[src/rtl/parity_frame_rx.sv]
// parity_frame_rx
// ---------------------------------------------------------------------------
// Serial receiver for XOR-parity protected frames. One frame on rx is:
//   start bit (0), DATA_BITS data bits LSB first, one parity bit, stop bit (1).
// The word and its error flags are presented on a valid/ready output port.
//
// Output handshake: out_data, parity_err, frame_err and overrun are valid
// while out_valid is high and hold steady until a clock edge on which
// out_valid && out_ready is true (the word is consumed on that edge). A new
// word completing on any edge replaces the presented word. If that word was
// still unaccepted at that edge, overrun is raised with the new word.
//
// Ports
//   clk         system clock, rising edge
//   rst         synchronous active-high reset
//   rx          serial line, idles high, already synchronous to clk
//   out_data    received word, bit 0 = first data bit received
//   out_valid   out_data and flags are valid
//   out_ready   consumer accepts the word when out_valid && out_ready
//   parity_err  parity check failed for the presented word
//   frame_err   stop bit sampled as 0 for the presented word
//   overrun     presented word overwrote an unaccepted word
//   busy        a frame is in progress (state != IDLE)
//   dbg_state   current FSM state encoding (IDLE=0 START=1 DATA=2 PARITY=3 STOP=4)
// ---------------------------------------------------------------------------
module parity_frame_rx #(
  parameter int DATA_BITS    = 8,
  parameter int CLKS_PER_BIT = 4,
  parameter int PARITY_ODD   = 0
) (
  input  logic                 clk,
  input  logic                 rst,
  input  logic                 rx,
  output logic [DATA_BITS-1:0] out_data,
  output logic                 out_valid,
  input  logic                 out_ready,
  output logic                 parity_err,
  output logic                 frame_err,
  output logic                 overrun,
  output logic                 busy,
  output logic [2:0]           dbg_state
);

  localparam int CW = (CLKS_PER_BIT > 1) ? $clog2(CLKS_PER_BIT) : 1;
  localparam int BW = (DATA_BITS > 1) ? $clog2(DATA_BITS) : 1;

  localparam logic [CW-1:0] START_TERM = CW'(CLKS_PER_BIT / 2 - 1);
  localparam logic [CW-1:0] BIT_TERM   = CW'(CLKS_PER_BIT - 1);
  localparam logic [BW-1:0] LAST_BIT   = BW'(DATA_BITS - 1);
  localparam logic          PAR_REF    = (PARITY_ODD != 0);

  typedef enum logic [2:0] {
    IDLE   = 3'd0,
    START  = 3'd1,
    DATA   = 3'd2,
    PARITY = 3'd3,
    STOP   = 3'd4
  } state_t;

  state_t               state;
  logic [CW-1:0]        cnt;
  logic [BW-1:0]        bit_idx;
  logic [DATA_BITS-1:0] shift_reg;
  logic                 par_bit;
  logic                 sample;

  // START samples at mid start bit; every later bit is sampled one full bit
  // period after the previous sample, which keeps subsequent samples mid-bit.
  always_comb begin
    sample = 1'b0;
    if (state == START) sample = (cnt == START_TERM);
    else                sample = (cnt == BIT_TERM);
  end

  assign dbg_state = state;

  always_ff @(posedge clk) begin
    if (rst) begin
      state      <= IDLE;
      cnt        <= '0;
      bit_idx    <= '0;
      shift_reg  <= '0;
      par_bit    <= 1'b0;
      out_data   <= '0;
      out_valid  <= 1'b0;
      parity_err <= 1'b0;
      frame_err  <= 1'b0;
      overrun    <= 1'b0;
      busy       <= 1'b0;
    end else begin
      // Consumption first; a word completing on this same edge overrides it.
      if (out_valid && out_ready) out_valid <= 1'b0;

      case (state)
        IDLE: begin
          cnt <= '0;
          if (!rx) begin
            state <= START;
            busy  <= 1'b1;
          end
        end

        START: begin
          if (sample) begin
            cnt <= '0;
            if (!rx) begin
              state   <= DATA;
              bit_idx <= '0;
            end else begin
              // Low pulse shorter than half a bit: treat as a glitch.
              state <= IDLE;
              busy  <= 1'b0;
            end
          end else begin
            cnt <= cnt + 1'b1;
          end
        end

        DATA: begin
          if (sample) begin
            cnt                <= '0;
            shift_reg[bit_idx] <= rx;
            if (bit_idx == LAST_BIT) state <= PARITY;
            else                     bit_idx <= bit_idx + 1'b1;
          end else begin
            cnt <= cnt + 1'b1;
          end
        end

        PARITY: begin
          if (sample) begin
            cnt     <= '0;
            par_bit <= rx;
            state   <= STOP;
          end else begin
            cnt <= cnt + 1'b1;
          end
        end

        STOP: begin
          if (sample) begin
            cnt        <= '0;
            out_data   <= shift_reg;
            parity_err <= ((^shift_reg) ^ par_bit) != PAR_REF;
            frame_err  <= ~rx;
            overrun    <= out_valid && !out_ready;
            out_valid  <= 1'b1;
            state      <= IDLE;
            busy       <= 1'b0;
          end else begin
            cnt <= cnt + 1'b1;
          end
        end

        default: begin
          state <= IDLE;
          cnt   <= '0;
          busy  <= 1'b0;
        end
      endcase
    end
  end

endmodule

[config.mk]
export PLATFORM = sky130hd
export DESIGN_NAME = parity_frame_rx
export DESIGN_NICKNAME = d
export VERILOG_FILES = /design/src/rtl/parity_frame_rx.sv
export SDC_FILE = /design/constraint.sdc
export NUM_CORES = 1
export LEC_CHECK = 0
export ABC_AREA = 1
export BUFFER_PORTS_ARGS = -buffer_cell sky130_fd_sc_hd__buf_2
export CAP_MARGIN = 5
export CORE_UTILIZATION = 50
export DETAILED_ROUTE_END_ITERATION = 10
export HOLD_SLACK_MARGIN = 0.15
export PLACE_DENSITY = 0.77
export SLEW_MARGIN = 10
export SYNTH_ARGS = -nofsm -noshare
export SYNTH_HDL_FRONTEND = slang
export SYNTH_SLANG_ARGS = --single-unit
[constraint.sdc]
create_clock -name clk -period 3.97 [get_ports clk]
set_input_delay 0.1985 -clock clk [delete_from_list [all_inputs] [get_ports clk]]
set_output_delay 0.1985 -clock clk [all_outputs]
set_load 0.02 [all_outputs]
**After elaboration in Yosys (flattened, before gate mapping)**

Index checks and enable logic that the tools add are counted.

- Add/sub/neg operators: 2
- Order comparisons: 2
- Equality and inequality tests: 16
- Mux-type cells: 25
- Bitwise operators: 4
- Reductions and logical operators: 16

Operator list:

| kind | number |
|---|---|
| 2-to-1 mux 3 bit | 10 |
| != test 2 bit (second input constant) | 9 |
| case mux 3 bit (5 select lines) | 1 |
| AND reduction 5 bit | 2 |
| 2-to-1 mux 1 bit | 9 |
| bitwise mux 8 bit | 1 |
| parity 8 bit | 1 |
| == test 3 x 2 -> 1 bit (second input constant) | 2 |
| == test 3 bit (second input constant) | 2 |
| case mux 3 bit (2 select lines) | 1 |
| AND reduction 2 bit | 3 |
| AND reduction 6 bit | 1 |
| < comparator 3 x 4 -> 1 bit (second input constant) | 1 |
| case mux 1 bit (4 select lines) | 1 |
| OR reduction 4 bit | 1 |
| adder 3 x 1 -> 3 bit (second input constant) | 1 |
| demux 1 bit (select 3 bit) | 1 |
| == test 3 x 1 -> 1 bit (second input constant) | 1 |
| >= comparator 3 x 1 -> 1 bit (second input constant) | 1 |
| logical AND 1 bit | 3 |
| logical NOT 3 bit | 1 |
| NOT 1 bit | 3 |
| OR reduction 3 bit | 1 |
| adder 2 x 1 -> 2 bit (second input constant) | 1 |
| 7 further kinds | 7 |

- Register bits: 30
- Input bits: 4
- Output and inout port bits: 16

**Longest topological paths before layout**

Gate-level depths: netlist of run 1.

- Depth in word-level cells: 5
- Depth in mapped cells: 10
- Depth with buffers taken out: 10

**Least setup slack after synthesis of run 1**

Ideal clock, no wire load.

- Path kind: register -> register
- Start point: reg state[2] (netlist: dbg_state[2])
- End point: reg overrun
- Library setup time: 0.116 ns
- Arrival: 1.377 ns
- Required time: 3.854 ns
- Setup slack: 2.477 ns
- Cell stages (with the launch flop): 7
- Cell sequence: dfxtp_1 > inv_1 > nor3_1 > nand2_1 > clkbuf_2 > o21ai_0 > nor2_1

- Cells in the longest elaborated chain, start to end: 3

Ends and longest elaborated chain:

| element | line | source |
|---|---|---|
| start, declared | 60 | `state_t state;` |
| start signal, assigned | 79 | `state <= IDLE;` |
| start signal, assigned | 98 | `state <= START;` |
| start signal, assigned | 107 | `state <= DATA;` |
| == test 3 x 1 -> 1 bit | 71 | `if (state == START) sample = (cnt == START_TERM);` |
| 2-to-1 mux 1 bit | 71 |  |
| AND reduction 2 bit (no source line) (*) | - |  |
| end signal, assigned | 146 | `overrun <= out_valid && !out_ready;` |
| end, declared | 39 | `output logic overrun,` |

Mark *: on every way between the ends. The rest lies on a longest branch, timed or not.
A chain may end at the register's enable or synchronous reset.

**Worst setup path after layout of run 1**

- Start point: reg state[1] (netlist: dbg_state[1])
- End point: reg out_data[7]

- Cells in the longest elaborated chain, start to end: 3

Ends and longest elaborated chain:

| element | line | source |
|---|---|---|
| == test 3 x 1 -> 1 bit | 71 |  |
| 2-to-1 mux 1 bit | 71 |  |
| AND reduction 2 bit (no source line) (*) | - |  |
| end signal, assigned | 143 | `out_data <= shift_reg;` |
| end, declared | 34 | `output logic [DATA_BITS-1:0] out_data,` |

Marked as above.

==> metrics.md, run 1 <==
| Metric | Value |
|---|---|
| Vias in the first global route | `1,301` |
| Syn_area_per_cell | `6.55 um^2` |
| Post-route insts no fill | `between 200 and 300` |
| Cell area after synthesis | `1520 um^2` |
| Sequential fraction of the synthesis area | `between 30% and 40%` |
| Leak | `0.804 nW` |
| Syn. warnings | `0` |
| Max-cap viol count | `0` |
| Power Density | `between 400 and 500 nW/um^2` |
| Final design utilization | `60.2%` |
| Startpoint types | `flip-flop` |
| Fin Setup TNS | `0 ns` |
| Yosys cell types | `24` |
| IO Count | `20` |
| Area of placed instances | `1620 um^2` |
| Final Cycle Share | `47.7%` |
| Syn_nets | `238` |
| Worst min-delay path class | `primary input to flip-flop` |
| Row count | `19` |
| Fin. Hold Viols | `0` |
| Critical path peak fanout | `12` |
| Synth top area cells | `dfxtp_1 40%, nand2_1 14%, nor2_1 10%` |
| WHS Endpoint | `shift_reg[5]` |
| Fin crit period | `1.89 ns` |
| Peak Freq | `0.528 GHz` |
| Synth-to-Final Area Change | `12.0%` |
| Cells on worst reg2reg path | `8` |
| Worst clock skew | `0.00505 ns` |
| Mapped Cells | `approximately 230` |
| RSZ-0062 raised after global routing | `false` |
| Longest Clk Path Bufs | `2` |
| Yosys reg bits | `30` |
| Max-slew violations | `0` |
| Routability cong. | `0.904` |
| Crit-path cells | `inv_2 > nand4_2 > nand2_1 > nor2_2 > nand2_1 > inv_2 > nor2_1 > nor2_1` |
| Overall die height | `57.1 um` |
| Clk slew on worst S/H paths | `0.09 ns` |
| DRT Wirelength | `3050 um` |
| Routed len/inst | `10.8 um` |
| Core area | `2830 um^2` |
| Pre-Repair DR Iteration Count | `7` |
| Final setup viols | `0` |
| Post-layout instance area | `1700 um^2` |
| Remaining DRCs | `2` |
| Yosys top cell area share | `39.5%` |
| Vias per cell | `slightly above 5` |
| Peak supply drop | `0.494 mV` |
| Hold path cells | `2` |
| Post-CTS Setup Inserts | `0` |
| Max_slew headroom | `64.8%` |
| CP required | `4.25 ns` |
| First-pass GRT wire length | `5430 um` |
| Largest net degree at the start of global routing | `21` |
| Layout cells sized above 1 | `14.7%` |
| Synth area leader | `dfxtp_1` |
| R2R Setup Slk | `2.08 ns` |
| Hpwl dp | `between 2000 and 2500 um` |
| Sink Count | `30` |
| Worst Setup Path Type | `flip-flop to flip-flop` |
| Gr usage total | `21.5%` |
| Hold path startpoint | `rst` |
| Die area | `3260 um^2` |
| Placed insts | `276` |
| Port Buffers | `19` |
| Crit Reg-Reg Endpoint | `out_data[7]` |
| Worst skew pair latency | `0.33 ns` |
| Fin Hold WS | `about 0.15 ns` |
| Clock buffer count from CTS | `5` |
| RR Startpoint | `dbg_state[1]` |
| Outcome | `finished with violations` |
| Slowest stage cell on the critical path | `dfxtp_1` |
| Slew @ Worst Pin | `0.527 ns` |
| Die Wd | `57.1 um` |
| Global route overflow | `0` |
| Failing checks | `DRC` |
| CTS tree | `built` |
| ANT nets after route | `0` |
| CTS Hold Bufs | `0` |
| Gates resized, CTS repair | `0` |
| Via count | `about 1,500` |
| Final-stage net count | `258` |
| Initial core utilization | `53.7%` |
| CP Capture Type | `flip-flop` |
| H-tree depth | `2` |
| Antenna diodes | `0` |
| DRT iter0 DRCs | `between 40 and 50` |
| Antenna violations before repair | `0` |
| CP arrival | `2.17 ns` |
| Root buffer cell | `clkbuf_4` |
| Worst path max stage delay | `0.49 ns` |
[cell usage after synthesis (all sizes together)]
cell / n
a21oi: 18
a31oi: 1
buf: 2
clkbuf: 4
dfxtp: 30
ha: 2
inv: 26
nand2: 59
nand3: 23
nand4: 3
nor2: 45
nor3: 4
o21ai: 12
o21bai: 1
or2: 1
xor2: 1
[routing by layer]
metal | part of all wire, % | track usage [%] | vias to the layer above
li1 | - | - | 778
met1 | 45 | 27.3 | 635
met2 | 48 | 35.3 | 43
met3 | 5.4 | 4.76 | 8
met4 | 1.9 | 9.41 | 0
met5 | 0 | 0 | -
[layout by cell type (no fill, tap or decap)]
master	count
nand4_2	1
a21oi_1	18
o21bai_2	1
o21ai_2	1
nor2_2	2
inv_2	2
nand2_1	58
clkbuf_4	5
nor2_1	41
buf_2	19
nor2_4	2
nand2_4	1
clkbuf_8	1
or2_2	1
a31oi_1	1
xor2_1	1
nand4_1	2
o21ai_0	11
nor3_1	4
dfxtp_1	30
inv_1	24
nand3_1	23
ha_1	2
bufinv_16	1
[report_power, final]
part | internal, mW | leakage [nW] | switching, mW
logic | 0.0728 | 0.517 | 0.147
registers | 0.321 | 0.243 | 0.0283
clock network | 0.147 | 0.0443 | 0.107
total | 0.540 | 0.804 | 0.282
[cells by family (layout without fill, tap and decap cells)]
kind of cell             after synthesis  in the layout  share of synthesized area [%]
AO/OA/AOI/OAI                         32             32                           11.3
XOR/XNOR                               1              1                          0.576
adder cells (fa/ha/maj)                2              2                           1.65
buffers and inverters                 32             52                           8.56
flip-flops                            30             30                           39.5
AND/OR/NAND/NOR                      135            135                           38.4
[worst max path at each step]
stage | startpoint | cells after the start | end
after floorplan | dbg_state[2] | 6 | overrun
after global placement | dbg_state[0] | 8 | out_data[0]
after detailed placement | dbg_state[0] | 8 | overrun
after CTS | dbg_state[1] | 8 | overrun
after global routing | dbg_state[0] | 8 | out_data[6]
final | dbg_state[1] | 8 | out_data[7]
[through the flow]
step,total power [mW],setup slack [ns]
global route,0.877,1.80
detailed placement,0.575,2.08
global placement,0.573,2.18
CTS,0.827,2.06
finish,0.823,2.08
floorplan,0.531,2.48
[critical path: cells and delay by family (launching register included)]
family,cells,cell delay (ns)
DFF,1,0.49
buffers and inverters,2,0.36
and+or+nand+nor,6,0.97
[cell type report]
cell class / count / area, um^2
repair buffers: 19 / 95.1
multi-input cells: 170 / 790
flip-flops and latches: 30 / 601
inverters: 26 / 97.6
fillers: 295 / 1130
clock buffers: 6 / 51.3
clock inverters: 1 / 30.0
well taps: 31 / 38.8
Note: power is estimated with default switching activity, not from simulation.
==> run 2: changes to the inputs <==
==> constraint.sdc (replaced) <==
create_clock -name clk -period 1.9 [get_ports clk]
set_input_delay 0.095 -clock clk [delete_from_list [all_inputs] [get_ports clk]]
set_output_delay 0.095 -clock clk [all_outputs]
set_load 0.02 [all_outputs]
==> metrics.md, run 2 (synthesis gave the netlist of run 1 again) <==
| Metric | Value |
|---|---|
| Layout cells sized above 1 | `16.6% (was 14.7%)` |
| Worst clock skew | `0.0103 ns (was 0.00505 ns)` |
| CP most frequent cell | `nand2_1` |
| Outcome | `finished with violations (unchanged)` |
| Antenna diodes | `0 (unchanged)` |
| Die area | `3260 um^2 (unchanged)` |
| Final setup viols | `0 (unchanged)` |
| ANT nets after route | `0 (unchanged)` |
| Via count | `1,469 (was 1,464)` |
| Sink Count | `30 (unchanged)` |
| Most common cell after layout, fill and taps aside | `nand2_1 (unchanged)` |
| Hpwl dp | `2190 um (was 2240 um)` |
| Metal3 WL | `105 um (was 164 um)` |
| Most frequent cells in the layout | `58 x nand2_1, 41 x nor2_1, 28 x dfxtp_1 (was 58 x nand2_1, 41 x nor2_1, 30 x dfxtp_1)` |
| Post-route insts no fill | `290 (was 283)` |
| Slew @ Worst Pin | `0.556 ns (was 0.527 ns)` |
| DRT iter0 DRCs | `42 (was 41)` |
| Switching Share | `37.7% (was 34.3%)` |
| Longest Clk Path Bufs | `2 (unchanged)` |
| Net switching power figure | `0.596 mW (was 0.282 mW)` |
| Critical path peak fanout | `7 (was 12)` |
| Sequential share of power | `46.5% (was 42.5%)` |
| Antenna violations before repair | `0 (unchanged)` |
| CP required | `2.13 ns (was 4.25 ns)` |
| Worst skew pair latency | `0.33 ns (about the same)` |
| Vias in the first global route | `1,316 (was 1,301)` |
| First-pass GRT wire length | `5510 um (was 5430 um)` |
| Clock buffer count from CTS | `5 (unchanged)` |
| Delay-heaviest family, CP | `buffers and inverters (was simple AND/OR/NAND/NOR gates)` |
| Wire length on met2 | `1420 um (was 1450 um)` |
| Combinational share of power | `31.2% (was 26.8%)` |
| Fin crit period | `1.77 ns (was 1.89 ns)` |
| Initial core utilization | `53.7% (unchanged)` |
| Port Buffers | `19 (unchanged)` |
| Overall die height | `57.1 um (unchanged)` |
| Vias per cell | `5.07 (was 5.17)` |
| Final worst setup slack | `0.134 ns (was 2.08 ns)` |
| Worst path max stage delay | `0.55 ns (was 0.49 ns)` |
| CTS tree | `built (unchanged)` |
| # fillers | `282 (was 295)` |
| Max_slew headroom | `62.9% (was 64.8%)` |
| WL met1 | `1520 um (was 1380 um)` |
| Top layer in use | `met4 (unchanged)` |
| CP arrival | `1.99 ns (was 2.17 ns)` |
| Worst min-delay path class | `flip-flop to flip-flop (was primary input to flip-flop)` |
| Remaining DRCs | `2 (unchanged)` |
| Routability cong. | `0.848 (was 0.904)` |
| Worst Setup Path Type | `flip-flop to flip-flop (unchanged)` |
| Leak | `0.828 nW (was 0.804 nW)` |
| Final Cycle Share | `92.9% (was 47.7%)` |
| DRT Wirelength | `3110 um (was 3050 um)` |
| Synth-to-Final Area Change | `14.5% (was 12.0%)` |
| Largest net degree at the start of global routing | `21 (unchanged)` |
| Gr usage total | `22.0% (was 21.5%)` |
| Fin. Hold Viols | `0 (unchanged)` |
| Crit-path cells | `inv_2 > nand3_1 > nand2_1 > inv_1 > nor2_2 > buf_6 > nand2_1 > nand2_1 > a21oi_1 > dlygate4sd3_1 (was inv_2 > nand4_2 > nand2_1 > nor2_2 > nand2_1 > inv_2 > nor2_1 > nor2_1)` |
| Final-stage net count | `265 (was 258)` |
| Multi-input logic area | `790 um^2 (unchanged)` |
| Peak supply drop | `0.873 mV (was 0.494 mV)` |
| Peak Freq | `0.566 GHz (was 0.528 GHz)` |
| CP Capture Type | `flip-flop (unchanged)` |
| Placed insts | `277 (was 276)` |
| Power Density | `907 nW/um^2 (was 483 nW/um^2)` |
| Max-cap viol count | `0 (unchanged)` |
| Pre-Repair DR Iteration Count | `7 (unchanged)` |
| Failing checks | `DRC (unchanged)` |
| Root buffer cell | `clkbuf_4 (unchanged)` |
| Final design utilization | `61.5% (was 60.2%)` |
| CP Buf/Inv Count | `4 (was 2)` |
| IO Count | `20 (unchanged)` |
| Clock power frac | `22.3% (was 30.8%)` |
| Core area | `2830 um^2 (unchanged)` |
| Pre-CTS setup slack | `0.273 ns (was 2.08 ns)` |
| H-tree depth | `2 (unchanged)` |
| Register area | `606 um^2 (was 601 um^2)` |
| Slowest stage cell on the critical path | `dlygate4sd3_1 (was dfxtp_1)` |
| Die Wd | `57.1 um (unchanged)` |
| Row count | `19 (unchanged)` |
| Startpoint types | `flip-flop (unchanged)` |
| Global route overflow | `0 (unchanged)` |
| Max-slew violations | `0 (unchanged)` |
| Routed len/inst | `10.7 um (was 10.8 um)` |
| Internal Power | `0.982 mW (was 0.540 mW)` |
| Clk slew on worst S/H paths | `0.10 ns (was 0.09 ns)` |
-- run 2: area by class of cell --
type	count	area share [%]
tap	31	2.23
multi-input combinational	170	45.4
sequential	30	34.8
clock buffer	5	2.16
inverter	26	5.61
timing repair buffer	26	9.27
clock inverter	2	0.575
-- run 2: power groups by stage --
stage	logic (mW)	registers (mW)	clock network [mW]
6_report	0.492	0.734	0.352
5_1_grt	0.559	0.743	0.393
4_1_cts	0.476	0.728	0.369
3_5_place_dp	0.468	0.742	0
3_3_place_gp	0.465	0.741	0
2_1_floorplan	0.345	0.764	0
-- run 2: stage by stage --
stage | hold slack (ns) | power [mW] | cell area (um^2) | setup TNS, ns
final | 0.477 | 1.58 | 1740 | 0
after global routing | 0.503 | 1.70 | 1740 | -0.00221
after CTS | 0.485 | 1.57 | 1720 | 0
after detailed placement | 0.404 | 1.21 | 1630 | 0
after global placement | 0.398 | 1.21 | 1630 | 0
after floorplan | 0.259 | 1.11 | 1520 | 0
-- run 2: final timing paths --
| check | from | slack, ns | cells after the start | endpoint |
|---|---|---|---|---|
| worst max-delay path | dbg_state[1] | 0.13 | 10 | par_bit |
| worst min register to register | cnt[0] | 0.48 | 1 | cnt[0] |
| worst max register to register | dbg_state[1] | 0.13 | 10 | par_bit |
| worst min-delay path | cnt[0] | 0.48 | 1 | cnt[0] |
-- run 2: metal layers --
layer | up-vias | global-route usage, %
met5 | - | 0
met1 | 638 | 26.6
met2 | 28 | 36.3
met3 | 8 | 4.76
met4 | 0 | 12.5
li1 | 795 | -
-- run 2: repair_timing --
item / CTS / global route
setup endpoints to repair: 0 / 1
endpoints found under the hold margin: 10 / 0
gates resized for setup: 0 / 5
setup buffers: 0 / 2
hold buffers: 4 / 0
-- run 2: worst register-to-register path, stage by stage (launching register included) --
cell and delay (ns):
dfxtp_4 0.38, inv_2 0.09, nand3_1 0.07, nand2_1 0.08, inv_1 0.05, nor2_2 0.13
buf_6 0.13, nand2_1 0.06, nand2_1 0.06, a21oi_1 0.06, dlygate4sd3_1 0.55
